$ cat src/rtl/load_store_unit.sv
// Byte-serial load/store unit: splits LB/LH/LW/LBU/LHU/SB/SH/SW accesses into
// single-byte bus transfers and returns extended load data to the register file.
module load_store_unit #(
    parameter int TIMEOUT = 16
) (
    input  logic        clk,
    input  logic        reset,
    input  logic        start,
    input  logic        is_store,
    input  logic [2:0]  funct3,
    input  logic [31:0] address,
    input  logic [31:0] store_data,
    input  logic [4:0]  rd,
    output logic        busy,
    output logic        done,
    output logic        err,
    output logic        mem_req,
    output logic        mem_we,
    output logic [31:0] mem_addr,
    output logic [7:0]  mem_wdata,
    input  logic [7:0]  mem_rdata,
    input  logic        mem_ack,
    output logic        rf_wr_enable,
    output logic [4:0]  rf_wr_address,
    output logic [31:0] rf_wr_data
);

    localparam int WAIT_W = (TIMEOUT > 1) ? $clog2(TIMEOUT) : 1;

    typedef enum logic [1:0] {
        IDLE,
        ACCESS,
        COMMIT
    } state_t;

    state_t            state;
    logic              op_store;
    logic [2:0]        op_funct3;
    logic [31:0]       op_data;
    logic [4:0]        op_rd;
    logic [1:0]        byte_idx;
    logic [1:0]        last_idx;
    logic [WAIT_W-1:0] wait_cnt;
    logic [31:0]       load_word;
    logic [31:0]       merged_word;

    function automatic logic legal_funct3(input logic store, input logic [2:0] f3);
        if (store)
            return f3 inside {3'b000, 3'b001, 3'b010};
        return f3 inside {3'b000, 3'b001, 3'b010, 3'b100, 3'b101};
    endfunction

    function automatic logic misaligned(input logic [2:0] f3, input logic [1:0] addr_lo);
        case (f3[1:0])
            2'b01:   return addr_lo[0];
            2'b10:   return addr_lo != 2'b00;
            default: return 1'b0;
        endcase
    endfunction

    function automatic logic [1:0] last_byte(input logic [2:0] f3);
        case (f3[1:0])
            2'b00:   return 2'd0;
            2'b01:   return 2'd1;
            default: return 2'd3;
        endcase
    endfunction

    function automatic logic [7:0] select_byte(input logic [31:0] word, input logic [1:0] idx);
        return word[{idx, 3'b000} +: 8];
    endfunction

    function automatic logic [31:0] extend_load(input logic [2:0] f3, input logic [31:0] word);
        case (f3)
            3'b000:  return {{24{word[7]}}, word[7:0]};
            3'b001:  return {{16{word[15]}}, word[15:0]};
            3'b100:  return {24'h0, word[7:0]};
            3'b101:  return {16'h0, word[15:0]};
            default: return word;
        endcase
    endfunction

    // Load word including the byte being acknowledged this cycle.
    always_comb begin
        merged_word = load_word;
        merged_word[{byte_idx, 3'b000} +: 8] = mem_rdata;
    end

    always_ff @(posedge clk or posedge reset) begin
        if (reset) begin
            state         <= IDLE;
            busy          <= 1'b0;
            done          <= 1'b0;
            err           <= 1'b0;
            mem_req       <= 1'b0;
            mem_we        <= 1'b0;
            mem_addr      <= '0;
            mem_wdata     <= '0;
            rf_wr_enable  <= 1'b0;
            rf_wr_address <= '0;
            rf_wr_data    <= '0;
            op_store      <= 1'b0;
            op_funct3     <= '0;
            op_data       <= '0;
            op_rd         <= '0;
            byte_idx      <= '0;
            last_idx      <= '0;
            wait_cnt      <= '0;
            load_word     <= '0;
        end else begin
            done         <= 1'b0;
            err          <= 1'b0;
            rf_wr_enable <= 1'b0;
            case (state)
                IDLE: begin
                    if (start) begin
                        op_store  <= is_store;
                        op_funct3 <= funct3;
                        op_data   <= store_data;
                        op_rd     <= rd;
                        byte_idx  <= '0;
                        last_idx  <= last_byte(funct3);
                        wait_cnt  <= '0;
                        load_word <= '0;
                        busy      <= 1'b1;
                        if (!legal_funct3(is_store, funct3) || misaligned(funct3, address[1:0])) begin
                            state <= COMMIT;
                            done  <= 1'b1;
                            err   <= 1'b1;
                        end else begin
                            state     <= ACCESS;
                            mem_req   <= 1'b1;
                            mem_we    <= is_store;
                            mem_addr  <= address;
                            mem_wdata <= store_data[7:0];
                        end
                    end
                end
                ACCESS: begin
                    if (mem_ack) begin
                        wait_cnt  <= '0;
                        load_word <= merged_word;
                        if (byte_idx == last_idx) begin
                            state   <= COMMIT;
                            mem_req <= 1'b0;
                            mem_we  <= 1'b0;
                            done    <= 1'b1;
                            if (!op_store && op_rd != 5'd0) begin
                                rf_wr_enable  <= 1'b1;
                                rf_wr_address <= op_rd;
                                rf_wr_data    <= extend_load(op_funct3, merged_word);
                            end
                        end else begin
                            // Next byte is presented on the very next cycle.
                            byte_idx  <= byte_idx + 2'd1;
                            mem_addr  <= mem_addr + 32'd1;
                            mem_wdata <= select_byte(op_data, byte_idx + 2'd1);
                        end
                    end else if (wait_cnt == WAIT_W'(TIMEOUT - 1)) begin
                        state   <= COMMIT;
                        mem_req <= 1'b0;
                        mem_we  <= 1'b0;
                        done    <= 1'b1;
                        err     <= 1'b1;
                    end else begin
                        wait_cnt <= wait_cnt + 1'b1;
                    end
                end
                COMMIT: begin
                    state <= IDLE;
                    busy  <= 1'b0;
                end
                default: begin
                    state <= IDLE;
                    busy  <= 1'b0;
                end
            endcase
        end
    end

endmodule

$ cat config.mk
export PLATFORM = sky130hd
export DESIGN_NAME = load_store_unit
export DESIGN_NICKNAME = d
export VERILOG_FILES = /design/src/rtl/load_store_unit.sv
export SDC_FILE = /design/constraint.sdc
export NUM_CORES = 1
export LEC_CHECK = 0
export ABC_AREA = 1
export CORE_MARGIN = 4
export CORE_UTILIZATION = 54
export CTS_BUF_LIST = sky130_fd_sc_hd__clkbuf_2 sky130_fd_sc_hd__clkbuf_4 sky130_fd_sc_hd__clkbuf_8
export CTS_CLUSTER_SIZE = 25
export DETAILED_ROUTE_END_ITERATION = 6
export PLACE_DENSITY = 0.79
export SETUP_SLACK_MARGIN = 0.4
export SYNTH_ARGS = -nofsm -noshare
export SYNTH_HDL_FRONTEND = slang
export SYNTH_SLANG_ARGS = --single-unit
$ cat constraint.sdc
create_clock -name clk -period 6.9 [get_ports clk]
set_input_delay 1.725 -clock clk [delete_from_list [all_inputs] [get_ports clk]]
set_output_delay 1.725 -clock clk [all_outputs]
set_load 0.02 [all_outputs]
==> results.ini <==
[run_status]
outcome = finished clean

[min_path]
min_path_type = flip-flop to flip-flop

[setup_path]
cp_data_arrival_time_ns = 4.47
r2r-start = byte_idx[0]$_DFFE_PP0P_
endpoint = mem_addr[15]$_DFFE_PP0P_
startpoint_type = primary input
cp-end-kind = flip-flop
critPathKind = primary input to flip-flop
worstPathCellList = clkdlybuf4s50_1 -> inv_1 -> ha_1 -> inv_1 -> nand2_1 -> nand3_1 -> nand2_1 -> nand2_1 -> nand3_2 -> nor2_1 -> nand2_1 -> nand2_1
worst_ep_required_time_ns = 7.30
cpMostUsedCell = nand2_1
crit_slowest_cell = nand3_2
critPathLaunch = funct3[0]
cp_max_fo = 60
slowest_delay_ns = 0.91
r2r_slack_ns = 3.58
reg2reg_depth = 10
reg2reg_to = rf_wr_data[18]$_DFFE_PP0P_

[die]
die_h_um = 136
fp-row-count = 46
ios = 168
core_um2 = 15900
die-width_um = 136
die_area_um2 = 18400
start_util_pct = 55.3

[layout]
final-seq-area_um2 = 4150
synthToLayoutAreaGrowth_pct = 24.1
fill_cells = 1422
antenna_cells = 0
layout.cells.non_filler = 1595
nets = 1461
multi_input_area_um2 = 4010
drive_gt1_share_pct = 4.71

[place]
io_buffers = 167
hpwl_um = 16300
gp_congestion = 0.947
placed_cells = 1563

[clock_tree]
cts_tree = yes
cts_resized = 0
cts_made_buffers = 17
cts_setup_buffers = 0
ctsHoldBuffers = 0
cts_num_sinks = 166
htreeDepth = 4
clock_latency_ns = 0.46
clk_path_buf_depth = 2
clk_pin_slew_worst_paths_ns = 0.09
cts-root-buf = clkbuf_8

[logic_synthesis]
synth_xor_area_share_pct = 0.199
ys_seq_elements = 166
synth-edff-count = 0
netlist_instances = 1227
synth.distinct_cells = 34
synth_compound_area_share_pct = 9.26
yosysSeqAreaShare_pct = 47.3
avgSynthCellArea_um2 = 7.16
ys_warn_count = 0
synth_top_family_by_area = simple AND/OR/NAND/NOR gates
synth_simple_gate_area_share_pct = 34.8
synthMuxAreaShare_pct = 0
synth_area_um2 = 8790
synth_adder_area_share_pct = 1.42
ys_dominant_reg_cell = dfrtp_1
syn_nets = 1322
synthArstFlopShare_pct = 100

[grt]
overflow = 0
antenna_found_initial = 0
grt_usage_pct = 25.5
grt_max_degree = 121
grt_pass1_vias = 7635
grt_pass1_wl_um = 37400

[pwr]
p_switching_w = 0.00215
irDropWorstVdd_mv = 0.276
clkPwrFrac_pct = 15.2
cellLeakagePower_nw = 5.21
powerDensity_nw_per_um2 = 432
seqPwrFrac_pct = 35.9
swShare_pct = 45.7
p_comb_share_pct = 48.9
internal-power_w = 0.00256

[drt]
drt-met1-wl_um = 10200
dr_wl_met2_um = 10600
firstDrtPassIters = 5
wl_um = 22800
top_layer = met4
wl_per_cell_um = 14.3
num_vias = 8280
drc_errors = 0
drt_iter0_drc = 646
viasPerCell = 5.19
wl_met3_um = 1580
final_antenna_net_count = 0

[timing]
fin_skew_ns = 0.0116
worstMarginPinSlew_ns = 1.16
report.final.slew_viol_count = 0
min_period_over_period_pct = 59.0
setup_tns_ns = 0
hold_viol_final = 0
whs_ns = 0.471
setup_viol = 0
rsz0062_at_grt = false
maxSlewHeadroom_pct = 22.7
max_clock_freq_ghz = 0.246
fin_crit_ns = 4.07

[job]
max-cap-violations = 0

## worst min path at each step
stage                                  from  cells past startpoint                 endpoint
global route        op_data[22]$_DFFE_PP0P_                      2  op_data[22]$_DFFE_PP0P_
CTS                 op_data[22]$_DFFE_PP0P_                      2  op_data[22]$_DFFE_PP0P_
floorplan           op_data[16]$_DFFE_PP0P_                      2  op_data[16]$_DFFE_PP0P_
finish              op_data[22]$_DFFE_PP0P_                      2  op_data[22]$_DFFE_PP0P_
global placement    op_data[17]$_DFFE_PP0P_                      2  op_data[17]$_DFFE_PP0P_
detailed placement  op_data[22]$_DFFE_PP0P_                      2  op_data[22]$_DFFE_PP0P_
## registers in the layout (all words and copies together) (netlist names)
register and flops:
byte_idx 2, mem_addr 32, op_rd 5, rf_wr_data 32, mem_we 1, wait_cnt 4
op_store 1, rf_wr_address 5, op_funct3 3, op_data 32, mem_wdata 8, err 1
last_idx 2, rf_wr_enable 1, busy 1, done 1, state 2, mem_req 1
load_word 32
## per-layer routing
| layer | vias to the layer above | global-route usage (%) |
|---|---|---|
| met5 | - | 0 |
| met4 | 0 | 7.22 |
| met3 | 29 | 5.13 |
| met2 | 259 | 40.7 |
| met1 | 3844 | 35.8 |
| li1 | 4148 | - |
## power by group through the flow
stage	clock network (W)	registers [W]	logic [W]
2_1_floorplan	0	0.00184	0.00137
3_3_place_gp	0	0.00170	0.00227
3_5_place_dp	0	0.00170	0.00232
4_1_cts	0.000729	0.00169	0.00232
5_1_grt	0.000766	0.00175	0.00259
6_report	0.000717	0.00169	0.00230
## cell usage in the layout (no fill, tap or decap), types with 10 or more instances in the layout
master	count
clkdlybuf4s50_1	167
o21ai_0	71
inv_1	83
ha_1	10
nor2_1	125
clkbuf_8	17
nand3_1	57
o22ai_1	32
nand3b_1	15
o21ai_1	22
nand2_1	540
dfrtp_1	166
## cell usage after synthesis, types with 2 or more instances
master,instances,area share (%)
nand3b_1,15,1.3
nand2_2,7,0.50
nor2_2,4,0.28
buf_6,6,0.77
o211ai_1,7,0.60
ha_1,10,1.4
xnor2_1,2,0.20
buf_1,2,0.085
a21oi_1,5,0.28
clkinv_1,2,0.085
o31ai_1,3,0.26
nand3_2,2,0.23
dfrtp_1,166,47
o22ai_2,2,0.28
nand2_1,540,23
o21ai_1,22,1.3
o22ai_1,32,2.3
nor2_4,2,0.26
o21ai_0,71,4.0
nor2_1,126,5.4
buf_2,20,1.1
nand3_1,57,3.2
inv_2,7,0.30
inv_1,84,3.6
nor3_1,3,0.17
clkbuf_1,22,0.94
## worst max-delay path: cells and delay by family
kind	cells	cell delay, ns
buf+inv	3	0.67
simple gates	8	1.82
fa+ha+maj	1	0.23
## stage by stage
step,setup slack [ns],power [W],util [%],area (µm²)
after floorplan,0.685,0.00322,-,8790
after global placement,2.53,0.00397,66.1,10500
after detailed placement,2.39,0.00402,66.1,10500
after CTS,2.90,0.00474,68.6,10900
after global routing,2.54,0.00510,68.6,10900
final,2.83,0.00471,68.6,10900
## cell type report
type | count | share of cell area (%)
repair buffers | 171 | 15.6
flip-flops and latches | 166 | 38.1
well taps | 216 | 2.48
clock inverters | 15 | 1.52
inverters | 94 | 3.31
multi-input cells | 916 | 36.8
clock buffers | 17 | 2.15
## cell families (layout without fill, tap and decap cells)
| family | count (synthesis) | in the layout |
|---|---|---|
| adder cells (fa/ha/maj) | 10 | 10 |
| AND/OR/NAND/NOR | 759 | 759 |
| buffers and inverters | 145 | 297 |
| AO/OA/AOI/OAI | 145 | 145 |
| XOR/XNOR | 2 | 2 |
| flip-flops | 166 | 166 |
No activity file was read; power rests on OpenSTA's default activity.
